**config.mk**
```make
export PLATFORM = sky130hd
export DESIGN_NAME = pdm_clk_sequencer_flat
export DESIGN_NICKNAME = d
export VERILOG_FILES = /design/src/rtl/pdm_clk_sequencer_if.sv /design/src/rtl/pdm_clk_sequencer.sv /design/src/flat_wrapper.sv
export SDC_FILE = /design/constraint.sdc
export NUM_CORES = 1
export LEC_CHECK = 0
export ABC_CLOCK_PERIOD_IN_PS = 3800
export BUFFER_PORTS_ARGS = -buffer_cell sky130_fd_sc_hd__buf_2
export CAP_MARGIN = 20
export CORE_MARGIN = 2
export CORE_UTILIZATION = 40
export CTS_CLUSTER_SIZE = 10
export DETAILED_ROUTE_END_ITERATION = 8
export PLACE_DENSITY = 0.67
export SLEW_MARGIN = 40
export SYNTH_ARGS = -nofsm -noshare
export SYNTH_HDL_FRONTEND = slang
export SYNTH_SLANG_ARGS = --single-unit
export TNS_END_PERCENT = 100
```
**constraint.sdc**
```tcl
create_clock -name clk -period 3.8 [get_ports clk]
set_input_delay 0.76 -clock clk [delete_from_list [all_inputs] [get_ports clk]]
set_output_delay 0.76 -clock clk [all_outputs]
set_load 0.02 [all_outputs]
```
**src/rtl/pdm_clk_sequencer_if.sv**
```systemverilog
// Control-side bundle of the PDM bit-clock sequencer.
// Valid/ready: cfg_div transfers on a cycle where cfg_valid & cfg_ready are both 1;
// the master holds cfg_valid and cfg_div stable until that cycle, and ready never depends on valid.
interface pdm_clk_sequencer_if #(
  parameter int DIV_W = 8
);
  logic             enable;
  logic [DIV_W-1:0] cfg_div;
  logic             cfg_valid;
  logic             cfg_ready;
  logic             mic_clk;
  logic             cap_r;
  logic             cap_l;
  logic             data_valid;
  logic             busy;
  logic [1:0]       state;

  modport master (
    output enable, cfg_div, cfg_valid,
    input  cfg_ready, mic_clk, cap_r, cap_l, data_valid, busy, state
  );

  modport slave (
    input  enable, cfg_div, cfg_valid,
    output cfg_ready, mic_clk, cap_r, cap_l, data_valid, busy, state
  );
endinterface

```
**src/rtl/pdm_clk_sequencer.sv**
```systemverilog
// PDM microphone bit-clock generator: programmable divider, start/stop gating,
// mic wake-up interval and per-edge capture strobes for the right/left channels.
module pdm_clk_sequencer #(
  parameter int DIV_W       = 8,
  parameter int DEFAULT_DIV = 16,
  parameter int WAKE_EDGES  = 1024
) (
  input  logic                    clk,
  input  logic                    rst,
  pdm_clk_sequencer_if.slave      bus
);

  localparam int WAKE_W = $clog2(WAKE_EDGES + 1);
  localparam logic [DIV_W-1:0] RESET_DIV =
    (DEFAULT_DIV < 2) ? DIV_W'(2) : DIV_W'(DEFAULT_DIV);

  typedef enum logic [1:0] {
    IDLE = 2'd0,
    WAKE = 2'd1,
    RUN  = 2'd2,
    STOP = 2'd3
  } state_e;

  state_e              state_q;
  logic [DIV_W-1:0]    div_q;
  logic [DIV_W-1:0]    cnt_q;
  logic [WAKE_W-1:0]   wake_cnt_q;
  logic                mic_clk_q;
  logic                cap_r_q;
  logic                cap_l_q;
  logic                data_valid_q;

  logic                tick;
  logic                rise_tick;
  logic                fall_tick;
  logic                cfg_ready;
  logic                cfg_fire;
  logic [DIV_W-1:0]    cfg_div_d;

  assign tick      = (state_q != IDLE) && (cnt_q == div_q - 1'b1);
  assign rise_tick = tick && !mic_clk_q;
  assign fall_tick = tick &&  mic_clk_q;

  // A new divisor may only land on a high->low boundary so no phase is ever shortened.
  assign cfg_ready = (state_q == IDLE) ||
                     (((state_q == WAKE) || (state_q == RUN)) && fall_tick);
  assign cfg_fire  = bus.cfg_valid && cfg_ready;
  assign cfg_div_d = (bus.cfg_div < DIV_W'(2)) ? DIV_W'(2) : bus.cfg_div;

  always_ff @(posedge clk or negedge rst) begin
    if (!rst) begin
      state_q      <= IDLE;
      div_q        <= RESET_DIV;
      cnt_q        <= '0;
      wake_cnt_q   <= '0;
      mic_clk_q    <= 1'b0;
      cap_r_q      <= 1'b0;
      cap_l_q      <= 1'b0;
      data_valid_q <= 1'b0;
    end else begin
      cap_r_q <= 1'b0;
      cap_l_q <= 1'b0;

      if (cfg_fire) begin
        div_q <= cfg_div_d;
      end

      if (state_q != IDLE) begin
        if (tick) begin
          cnt_q     <= '0;
          mic_clk_q <= ~mic_clk_q;
        end else begin
          cnt_q <= cnt_q + 1'b1;
        end
      end

      case (state_q)
        IDLE: begin
          if (bus.enable) begin
            state_q <= WAKE;
            cnt_q   <= '0;
          end
        end
        WAKE: begin
          if (rise_tick && (wake_cnt_q != WAKE_W'(WAKE_EDGES))) begin
            wake_cnt_q <= wake_cnt_q + 1'b1;
          end
          if (!bus.enable) begin
            state_q <= STOP;
          end else if (wake_cnt_q == WAKE_W'(WAKE_EDGES)) begin
            state_q      <= RUN;
            data_valid_q <= 1'b1;
          end
        end
        RUN: begin
          // Strobes are gated by the data_valid value they will appear alongside.
          cap_r_q <= rise_tick && bus.enable;
          cap_l_q <= fall_tick && bus.enable;
          if (!bus.enable) begin
            state_q      <= STOP;
            data_valid_q <= 1'b0;
          end
        end
        STOP: begin
          if (fall_tick) begin
            state_q    <= IDLE;
            cnt_q      <= '0;
            wake_cnt_q <= '0;
          end
        end
        default: state_q <= IDLE;
      endcase
    end
  end

  assign bus.cfg_ready  = cfg_ready;
  assign bus.mic_clk    = mic_clk_q;
  assign bus.cap_r      = cap_r_q;
  assign bus.cap_l      = cap_l_q;
  assign bus.data_valid = data_valid_q;
  assign bus.busy       = (state_q != IDLE);
  assign bus.state      = state_q;

endmodule

```
**src/flat_wrapper.sv**
```systemverilog
// flat-port wrapper written by rule: the top's interface ports become plain ports
module pdm_clk_sequencer_flat 
#(
  parameter int DIV_W       = 8,
  parameter int DEFAULT_DIV = 16,
  parameter int WAKE_EDGES  = 1024
)
  (clk, rst, bus_enable, bus_cfg_div, bus_cfg_valid, bus_cfg_ready, bus_mic_clk, bus_cap_r, bus_cap_l, bus_data_valid, bus_busy, bus_state);
  pdm_clk_sequencer_if #(.DIV_W(DIV_W)) bus_i ();
  input  logic clk;
  input  logic rst;
  input wire logic [$bits(bus_i.enable)-1:0] bus_enable;
  input wire logic [$bits(bus_i.cfg_div)-1:0] bus_cfg_div;
  input wire logic [$bits(bus_i.cfg_valid)-1:0] bus_cfg_valid;
  output wire logic [$bits(bus_i.cfg_ready)-1:0] bus_cfg_ready;
  output wire logic [$bits(bus_i.mic_clk)-1:0] bus_mic_clk;
  output wire logic [$bits(bus_i.cap_r)-1:0] bus_cap_r;
  output wire logic [$bits(bus_i.cap_l)-1:0] bus_cap_l;
  output wire logic [$bits(bus_i.data_valid)-1:0] bus_data_valid;
  output wire logic [$bits(bus_i.busy)-1:0] bus_busy;
  output wire logic [$bits(bus_i.state)-1:0] bus_state;
  assign bus_i.enable = bus_enable;
  assign bus_i.cfg_div = bus_cfg_div;
  assign bus_i.cfg_valid = bus_cfg_valid;
  assign bus_cfg_ready = bus_i.cfg_ready;
  assign bus_mic_clk = bus_i.mic_clk;
  assign bus_cap_r = bus_i.cap_r;
  assign bus_cap_l = bus_i.cap_l;
  assign bus_data_valid = bus_i.data_valid;
  assign bus_busy = bus_i.busy;
  assign bus_state = bus_i.state;
  pdm_clk_sequencer #(.DIV_W(DIV_W), .DEFAULT_DIV(DEFAULT_DIV), .WAKE_EDGES(WAKE_EDGES)) u_core (.clk(clk), .rst(rst), .bus(bus_i));
endmodule
```
; ---- Word level (Yosys, flattened, before mapping)
; Cells that the tools add are included.
[word_totals]
register_bits = 33
output_inout_bits = 8
[classes]
eq_ne = 13
reduce_logical = 19
n_addsub = 3
bitwise_logic = 1
n_lt_le_gt_ge = 1
mux = 21
[op_table]
columns = op, n
row1 = $mux 8, 5
row2 = $mux 11, 2
row3 = $pmux 11 s2, 1
row4 = $pmux 8 s2, 1
row5 = $add 11x1->11 const B, 1
row6 = $eq 11x11->1 const B, 1
row7 = $ne 11x11->1 const B, 1
row8 = $mux 2, 5
row9 = $ne 2x2->1 const B, 5
row10 = $add 8x1->8 const B, 1
row11 = $eq 8x8->1, 1
row12 = $logic_and 1x1->1, 8
row13 = $lt 8x2->1 const B, 1
row14 = $pmux 2 s4, 1
row15 = $reduce_and 4->1, 2
row16 = $sub 8x1->8 const B, 1
row17 = $reduce_bool 2->1, 3
row18 = $mux 1, 5
row19 = $eq 2x2->1 const B, 2
row20 = $ne 3x3->1 const B, 1
row21 = $reduce_and 3->1, 1
row22 = $eq 2x1->1 const B, 1
row23 = $logic_not 2->1, 1
row24 = $logic_or 1x1->1, 2
row25 = other kinds (5), 5

; ---- Logic depth before layout (Yosys ltp)
; Gate-level depths: netlist of the first run.
[depth]
ltp_word = 7
mapped_depth = 10
mapped_depth_nobuf = 8

; ---- Worst setup path before layout of the first run
; Ideal clock, no wire load.
[synth_timing]
kind = register -> output
from = reg u_core.div_q[0]
to = out bus_cfg_ready
n_path_buf = 1
slack_ns = 0.459
arrival_ns = 2.581
path_stages_with_launch = 10
required_ns = 3.040
path_cell_list = dfrtp_1 inv_1 ha_1 or3b_1 or4_1 a211oi_2 o21ai_1 clkbuf_1 nor2_2 a31o_2
[synth_via]
elab_chain_len = 6
[synth_rtl]
columns = item, line
row1 = "start, declared", pdm_clk_sequencer.sv:25  ; logic [DIV_W-1:0] div_q;
row2 = "start signal, assigned", pdm_clk_sequencer.sv:65  ; div_q <= cfg_div_d;
row3 = $sub 8x1->8, pdm_clk_sequencer.sv:40  ; assign tick = (state_q != IDLE) && (cnt_q == div_q - 1'b1);
row4 = $eq 8x8->1, pdm_clk_sequencer.sv:40
row5 = $logic_and 1x1->1, pdm_clk_sequencer.sv:40
row6 = $logic_and 1x1->1, pdm_clk_sequencer.sv:42  ; assign fall_tick = tick && mic_clk_q;
row7 = $logic_and 1x1->1, pdm_clk_sequencer.sv:46  ; (((state_q == WAKE) || (state_q == RUN)) && fall_tick);
row8 = $logic_or 1x1->1, pdm_clk_sequencer.sv:45  ; assign cfg_ready = (state_q == IDLE) ||
row9 = "end, declared", flat_wrapper.sv:15  ; output wire logic [$bits(bus_i.cfg_ready)-1:0] bus_cfg_ready;
; Every way passes these cells.

; ---- Worst setup path in the final report of the first run
; Same ends and word-level chain as after synthesis.

==> summary.txt, run 1 <==
Die
  – Total die area: 6628 µm²
  – Row count: 28
  – Die Ht: 81.42 µm
  – IO Pins: 20
  – Initial core utilization: 40.98%
  – Chip width: 81.42 µm
  – Core area: 5851 µm²

STA
  – Tmin final: 3.509 ns
  – Max-Slew Margin vs Limit: 56.69%
  – Least-Margin Pin Slew: 0.6496 ns
  – Fin. Hold Viols: 0
  – Max Slew Vio Count: 0
  – Final worst path period share: 92.34%
  – Fmax: 285.0 MHz
  – RSZ-0062 raised after global routing: false
  – Endpoints failing setup: 0
  – Max Clock Skew: 0.003760 ns
  – Setup TNS: 0 ns

Synth
  – Syn Inst Count: 284
  – Top cells by area, synth: dfrtp_1, nand3_1, ha_1, a21oi_1, xnor2_1
  – Post-synth EDFFs: 0
  – Yosys top cell by area: dfrtp_1
  – Flop and latch count out of synthesis: 33
  – Synthesized net count: 304
  – Synthesized area: 2397 µm²
  – Primary FF master, synth: dfrtp_1
  – Synth cell types: 55
  – Avg Cell Area, Syn: 8.441 µm²
  – Yosys top cell area share: 33.40%
  – Post-synth ARST share: 100.0%
  – Yosys warns: 0
  – Sequential area share after synthesis: 34.50%

Setup path
  – Worst Setup Path Type: flip-flop to output pin
  – Data required, critical path: 3.04 ns
  – Max incr delay on CP: 0.49 ns
  – Critical-path maximum fanout: 5
  – Slowest CP cell: or4_1
  – Crit end category: output pin
  – WP data arrival: 2.75 ns
  – Critical-path cell list: inv_1 > ha_1 > or3b_1 > or4_1 > a211oi_2 > o21ai_1 > nor2_2 > a31o_2 > buf_2
  – Startpoint types: flip-flop

Routing
  – DRT antenna net count: 0
  – Vias post-DR: 2232
  – TritonRoute pass-1 iters: 4
  – Drt drc: 0
  – Iter 0 DRT Violations: 122
  – Total Wirelength: 5.977 mm
  – Wire per inst: 16.02 µm
  – Vias per inst: 5.984

Worst hold path
  – Hold Crit Class: primary input to asynchronous set/reset pin

Power
  – Peak supply drop: 0.4677 mV
  – LEAKAGE: 0.001049 µW
  – Pwr dens: 546.5 nW/µm²

Global routing
  – Vias in the first global route: 2005
  – Initial antenna violation count: 0
  – Total track usage: 19.57%
  – Overflow after GRT: 0
  – Global-route wire length before repair: 9.977 mm
  – Pin count of the biggest net entering global routing: 34

Cells and area
  – Reg area: 827.0 µm²
  – Fraction of layout cells with a size suffix above 1: 14.77%
  – Core Util, Final: 45.38%
  – Synth-to-Final Area Change: 10.75%
  – Fin area: 2655 µm²
  – ANT cells: 0
  – Count of nets after finishing: 317
  – Multi-input logic area: 1453 µm²
  – Filler Cells Inserted: 565

Run
  – Max Cap Viol: 0

Status
  – Run status: complete, no violations

Clock tree
  – CTS tree: done
  – Post CTS Setup Buffer Count: 0
  – H-tree level count: 2
  – CTS Buf Count: 5
  – Max clock buf depth: 2
  – CTS Hold Bufs: 0
  – Sink Count: 33
  – Root buffer cell: clkbuf_8
  – Clk_lat worst skew: 0.28 ns
  – CTS resizes: 0
  – Worst-path clk slew: 0.07 ns

Placement
  – Hpwl dp: 4.144 mm
  – Cell Area, Placed: 2551 µm²
  – RePlAce Congestion: 0.8352
  – PortBufs: 19
## cells in the final DEF (no fill, tap or decap), types with 5 or more instances in the layout
| master | count |
|---|---|
| a21oi_1 | 14 |
| a32o_1 | 6 |
| and3_1 | 9 |
| buf_2 | 18 |
| buf_4 | 5 |
| clkbuf_8 | 7 |
| dfrtp_1 | 32 |
| ha_1 | 8 |
| inv_1 | 14 |
| nand2_1 | 17 |
| nand3_1 | 29 |
| nor2_1 | 17 |
| nor2b_1 | 7 |
| nor3_1 | 7 |
| o211ai_1 | 8 |
| o21ai_0 | 8 |
| o21ai_1 | 7 |
| o31ai_1 | 8 |
| or3_1 | 5 |
| xnor2_1 | 8 |
| xor2_1 | 6 |
## worst max-delay path, delay by kind of cell, from the launching register on
kind | cells | cell delay (ns)
simple gates | 3 | 0.99
flops | 1 | 0.43
buf+inv | 2 | 0.27
fa+ha+maj | 1 | 0.22
compound gates | 3 | 0.55
## layout make-up
type | instances | area share (%)
multi-input cells | 220 | 54.71
flip-flops and latches | 33 | 31.15
repair buffers | 23 | 4.807
clock buffers | 7 | 3.629
well taps | 75 | 3.534
inverters | 14 | 1.979
clock inverters | 1 | 0.1885
## per-layer routing
layer | track usage [%] | wire length (µm)
met5 | 0 | 0
met3 | 4.286 | 222
met2 | 28.93 | 2669
met4 | 7.458 | 106
met1 | 27.89 | 2979
## final timing paths
path                       depth (start not counted)                  start                    end  slack [ns]
max                                                9        u_core.div_q[0]          bus_cfg_ready        0.29
min                                                1                    rst        u_core.div_q[6]        0.42
max reg2reg                                        9        u_core.div_q[0]   u_core.wake_cnt_q[6]        0.60
min reg2reg                                        2  u_core.bus.data_valid  u_core.bus.data_valid        0.53
max in group asynchronous                          1                    rst        u_core.div_q[4]        3.05
min in group clk                                   2  u_core.bus.data_valid  u_core.bus.data_valid        0.53
## synth_stat cells, types with 3 or more instances
cell and count:
a21oi_1 14, a221o_1 3, a31oi_1 3, a32o_1 6, and3_1 9, buf_1 3, clkbuf_1 13, dfrtp_1 32
ha_1 8, inv_1 14, nand2_1 17, nand3_1 29, nand4_1 3, nor2_1 17, nor2b_1 7, nor3_1 7
nor4_1 4, o211ai_1 8, o21ai_0 8, o21ai_1 7, o31ai_1 8, or3_1 5, or4_1 3, xnor2_1 8
xor2_1 6
## cell families after synthesis
logic type	Yosys count	synth area share (%)
multiplexers	2	0.8872
XOR/XNOR	14	5.115
buffers and inverters	31	5.167
adder cells (fa/ha/maj)	8	4.176
AO/OA/AOI/OAI	75	22.29
flip-flops	33	34.50
AND/OR/NAND/NOR	121	27.87
## state kept, by name, indices dropped and copies added, names as in the netlist
signal and flops:
u_core.wake_cnt_q 11, u_core.cnt_q 8, u_core.div_q 8, u_core.bus.state 2, u_core.bus.cap_l 1, u_core.bus.cap_r 1, u_core.bus.data_valid 1, u_core.bus.mic_clk 1
## power by group
part           total [µW]  leakage, µW  internal [µW]  switching [µW]
sequential            479     0.000412            403            76.4
clock                 288    0.0000542            164             125
combinational         683     0.000582            255             428
total                1450      0.00105            822             629
## metrics by stage
stage               power, µW  setup slack [ns]  cells  hold WS [ns]
detailed placement       1157            0.5955    365        0.5083
global placement         1144            0.6529    365        0.5029
floorplan               982.5            0.4593    284        0.4644
CTS                      1450            0.2781    373        0.5283
finish                   1451            0.2913    373        0.4158
global route             1576            0.1386    373        0.4421
Power figures use the tool's default switching activity.
==> run 2: changes to the inputs <==
PLACE_DENSITY = default   (was 0.67)
PLACE_DENSITY_LB_ADDON = 0.1   (was default)
==> run 2 against run 1 <==
Compared with the run above:
- non-clock buffer count rose by 3
- design area rose by 0.19%
- utilization rose by 0.085 points
- cell count rose by 0.80%
- clock power fell by 4%
- maximum frequency fell by 1.2%
- first-iteration DRC count rose by 41%
- sequential cell count did not move
- global-route usage rose by 1.1 points
- routed wire length rose by 0.95%
==> summary.txt, run 2 (same netlist as run 1, synthesis figures left out) <==
Status
  – Run status: complete, no violations (unchanged)

Cells and area
  – Largest register FFs: 11 (unchanged)
  – Most frequent cells in the layout: dfrtp_1, nand3_1, buf_2, nor2_1, nand2_1 (unchanged)
  – Fraction of layout cells with a size suffix above 1: 14.62% (was 14.77%)
  – Biggest regs: u_core.wake_cnt_q (11), u_core.cnt_q (8), u_core.div_q (8) (unchanged)
  – Count of nets after finishing: 320 (was 317)
  – Reg with most FFs: u_core.wake_cnt_q (unchanged)
  – Filler Cells Inserted: 573 (was 565)
  – Commonest non-fill, non-tap cell in the layout: dfrtp_1 (unchanged)
  – ANT cells: 0 (unchanged)
  – Synth-to-Final Area Change: 10.96% (was 10.75%)

Clock tree
  – CTS resizes: 0 (unchanged)
  – Post CTS Setup Buffer Count: 0 (unchanged)
  – Sink Count: 33 (unchanged)
  – CTS Buf Count: 5 (unchanged)
  – CTS tree: done (unchanged)
  – Max clock buf depth: 2 (unchanged)
  – Root buffer cell: clkbuf_8 (unchanged)
  – Clk_lat worst skew: 0.28 ns (about the same)
  – CTS Hold Bufs: 0 (unchanged)
  – H-tree level count: 2 (unchanged)
  – Worst-path clk slew: 0.07 ns (about the same)

STA
  – Endpoints failing setup: 0 (unchanged)
  – Least-Margin Pin Slew: 0.5839 ns (was 0.6496 ns)
  – Setup TNS: 0 ns (unchanged)
  – Max Clock Skew: 0.005894 ns (was 0.003760 ns)
  – Final worst path period share: 93.43% (was 92.34%)
  – RSZ-0062 raised after global routing: false (unchanged)
  – Fmax: 281.7 MHz (was 285.0 MHz)
  – Tmin final: 3.550 ns (was 3.509 ns)
  – Max-Slew Margin vs Limit: 61.07% (was 56.69%)
  – Max Slew Vio Count: 0 (unchanged)
  – Fin. Hold Viols: 0 (unchanged)

Global routing
  – Global-route wire length before repair: 10.55 mm (was 9.977 mm)
  – Total track usage: 20.67% (was 19.57%)
  – Overflow after GRT: 0 (unchanged)
  – Initial antenna violation count: 0 (unchanged)
  – Vias in the first global route: 2126 (was 2005)
  – Pin count of the biggest net entering global routing: 34 (unchanged)

Die
  – Row count: 28 (unchanged)
  – Chip width: 81.42 µm (unchanged)
  – Total die area: 6628 µm² (unchanged)
  – Die Ht: 81.42 µm (unchanged)
  – Core area: 5851 µm² (unchanged)
  – IO Pins: 20 (unchanged)
  – Initial core utilization: 40.98% (unchanged)

Placement
  – Hpwl dp: 4.214 mm (was 4.144 mm)
  – PortBufs: 19 (unchanged)
  – RePlAce Congestion: 0.7916 (was 0.8352)

Setup path
  – FF-to-FF setup slack: 0.56 ns (was 0.60 ns)
  – Worst Setup Path Type: flip-flop to output pin (unchanged)
  – Max incr delay on CP: 0.50 ns (was 0.49 ns)
  – Crit end category: output pin (unchanged)
  – Critical path's top delay family: simple AND/OR/NAND/NOR gates (unchanged)
  – Bufs and invs on worst path: 2 (unchanged)
  – Data required, critical path: 3.04 ns (about the same)
  – Critical-path maximum fanout: 5 (unchanged)
  – Startpoint types: flip-flop (unchanged)
  – Critical-path cell list: inv_1 > ha_1 > or3b_1 > or4_1 > a211oi_2 > o21ai_1 > nor2_2 > a31o_2 > buf_2 (unchanged)
  – WP data arrival: 2.79 ns (was 2.75 ns)
  – Slowest CP cell: or4_1 (unchanged)

Power
  – Pwr dens: 546.2 nW/µm² (was 546.5 nW/µm²)
  – Final total power: 1453 µW (was 1451 µW)
  – Peak supply drop: 0.3086 mV (was 0.4677 mV)
  – LEAKAGE: 0.001053 µW (was 0.001049 µW)

Routing
  – Vias per inst: 5.854 (was 5.984)
  – Iter 0 DRT Violations: 172 (was 122)
  – Drt drc: 0 (unchanged)
  – Total Wirelength: 6.034 mm (was 5.977 mm)
  – DRT antenna net count: 0 (unchanged)
  – TritonRoute pass-1 iters: 4 (unchanged)
  – Wire per inst: 16.05 µm (was 16.02 µm)
  – Vias post-DR: 2201 (was 2232)

Worst hold path
  – Hold Crit Class: primary input to asynchronous set/reset pin (unchanged)

Run
  – Max Cap Viol: 0 (unchanged)
run 2: area by class of cell:
type                    count  area (µm²)  area share [%]
multi-input cells         220        1446           54.37
flip-flops and latches     33       827.0           31.09
repair buffers             26       150.1           5.644
well taps                  75       93.84           3.528
clock buffers               8       90.09           3.387
inverters                  14       52.55           1.976
run 2: path summary, 6_finish.rpt:
kind,start,endpoint,depth (start not counted)
worst max-delay path,u_core.div_q[0],bus_cfg_ready,9
min in group clk,u_core.bus.data_valid,u_core.bus.data_valid,2
worst max register to register,u_core.div_q[0],u_core.wake_cnt_q[5],9
worst min-delay path,rst,u_core.wake_cnt_q[2],1
max in group asynchronous,rst,u_core.div_q[4],1
worst min register to register,u_core.bus.data_valid,u_core.bus.data_valid,2
run 2: layer usage:
| metal | GRT usage (%) | vias to the layer above | wire length (µm) |
|---|---|---|---|
| met5 | 0 | - | 0 |
| met4 | 7.458 | 0 | 83 |
| met3 | 3.407 | 7 | 218 |
| met2 | 30.82 | 45 | 2643 |
| met1 | 30.10 | 1048 | 3088 |
| li1 | - | 1101 | - |
run 2: per-stage QoR:
stage / std cells / hold WS (ns) / instance area [µm²] / setup WS (ns) / utilization [%]
3_3_place_gp: 368 / 0.5159 / 2567 / 0.6092 / 43.88
4_1_cts: 376 / 0.5513 / 2658 / 0.2427 / 45.42
5_1_grt: 376 / 0.4505 / 2660 / 0.08345 / 45.47
3_5_place_dp: 368 / 0.5246 / 2567 / 0.5757 / 43.88
6_report: 376 / 0.4251 / 2660 / 0.2498 / 45.47
2_1_floorplan: 284 / 0.4644 / 2397 / 0.4593 / -
run 2: power breakdown:
part | internal [µW] | total [µW] | switching [µW]
sequential | 403 | 478 | 74.6
clock | 148 | 276 | 128
combinational | 269 | 699 | 430
total | 820 | 1450 | 633
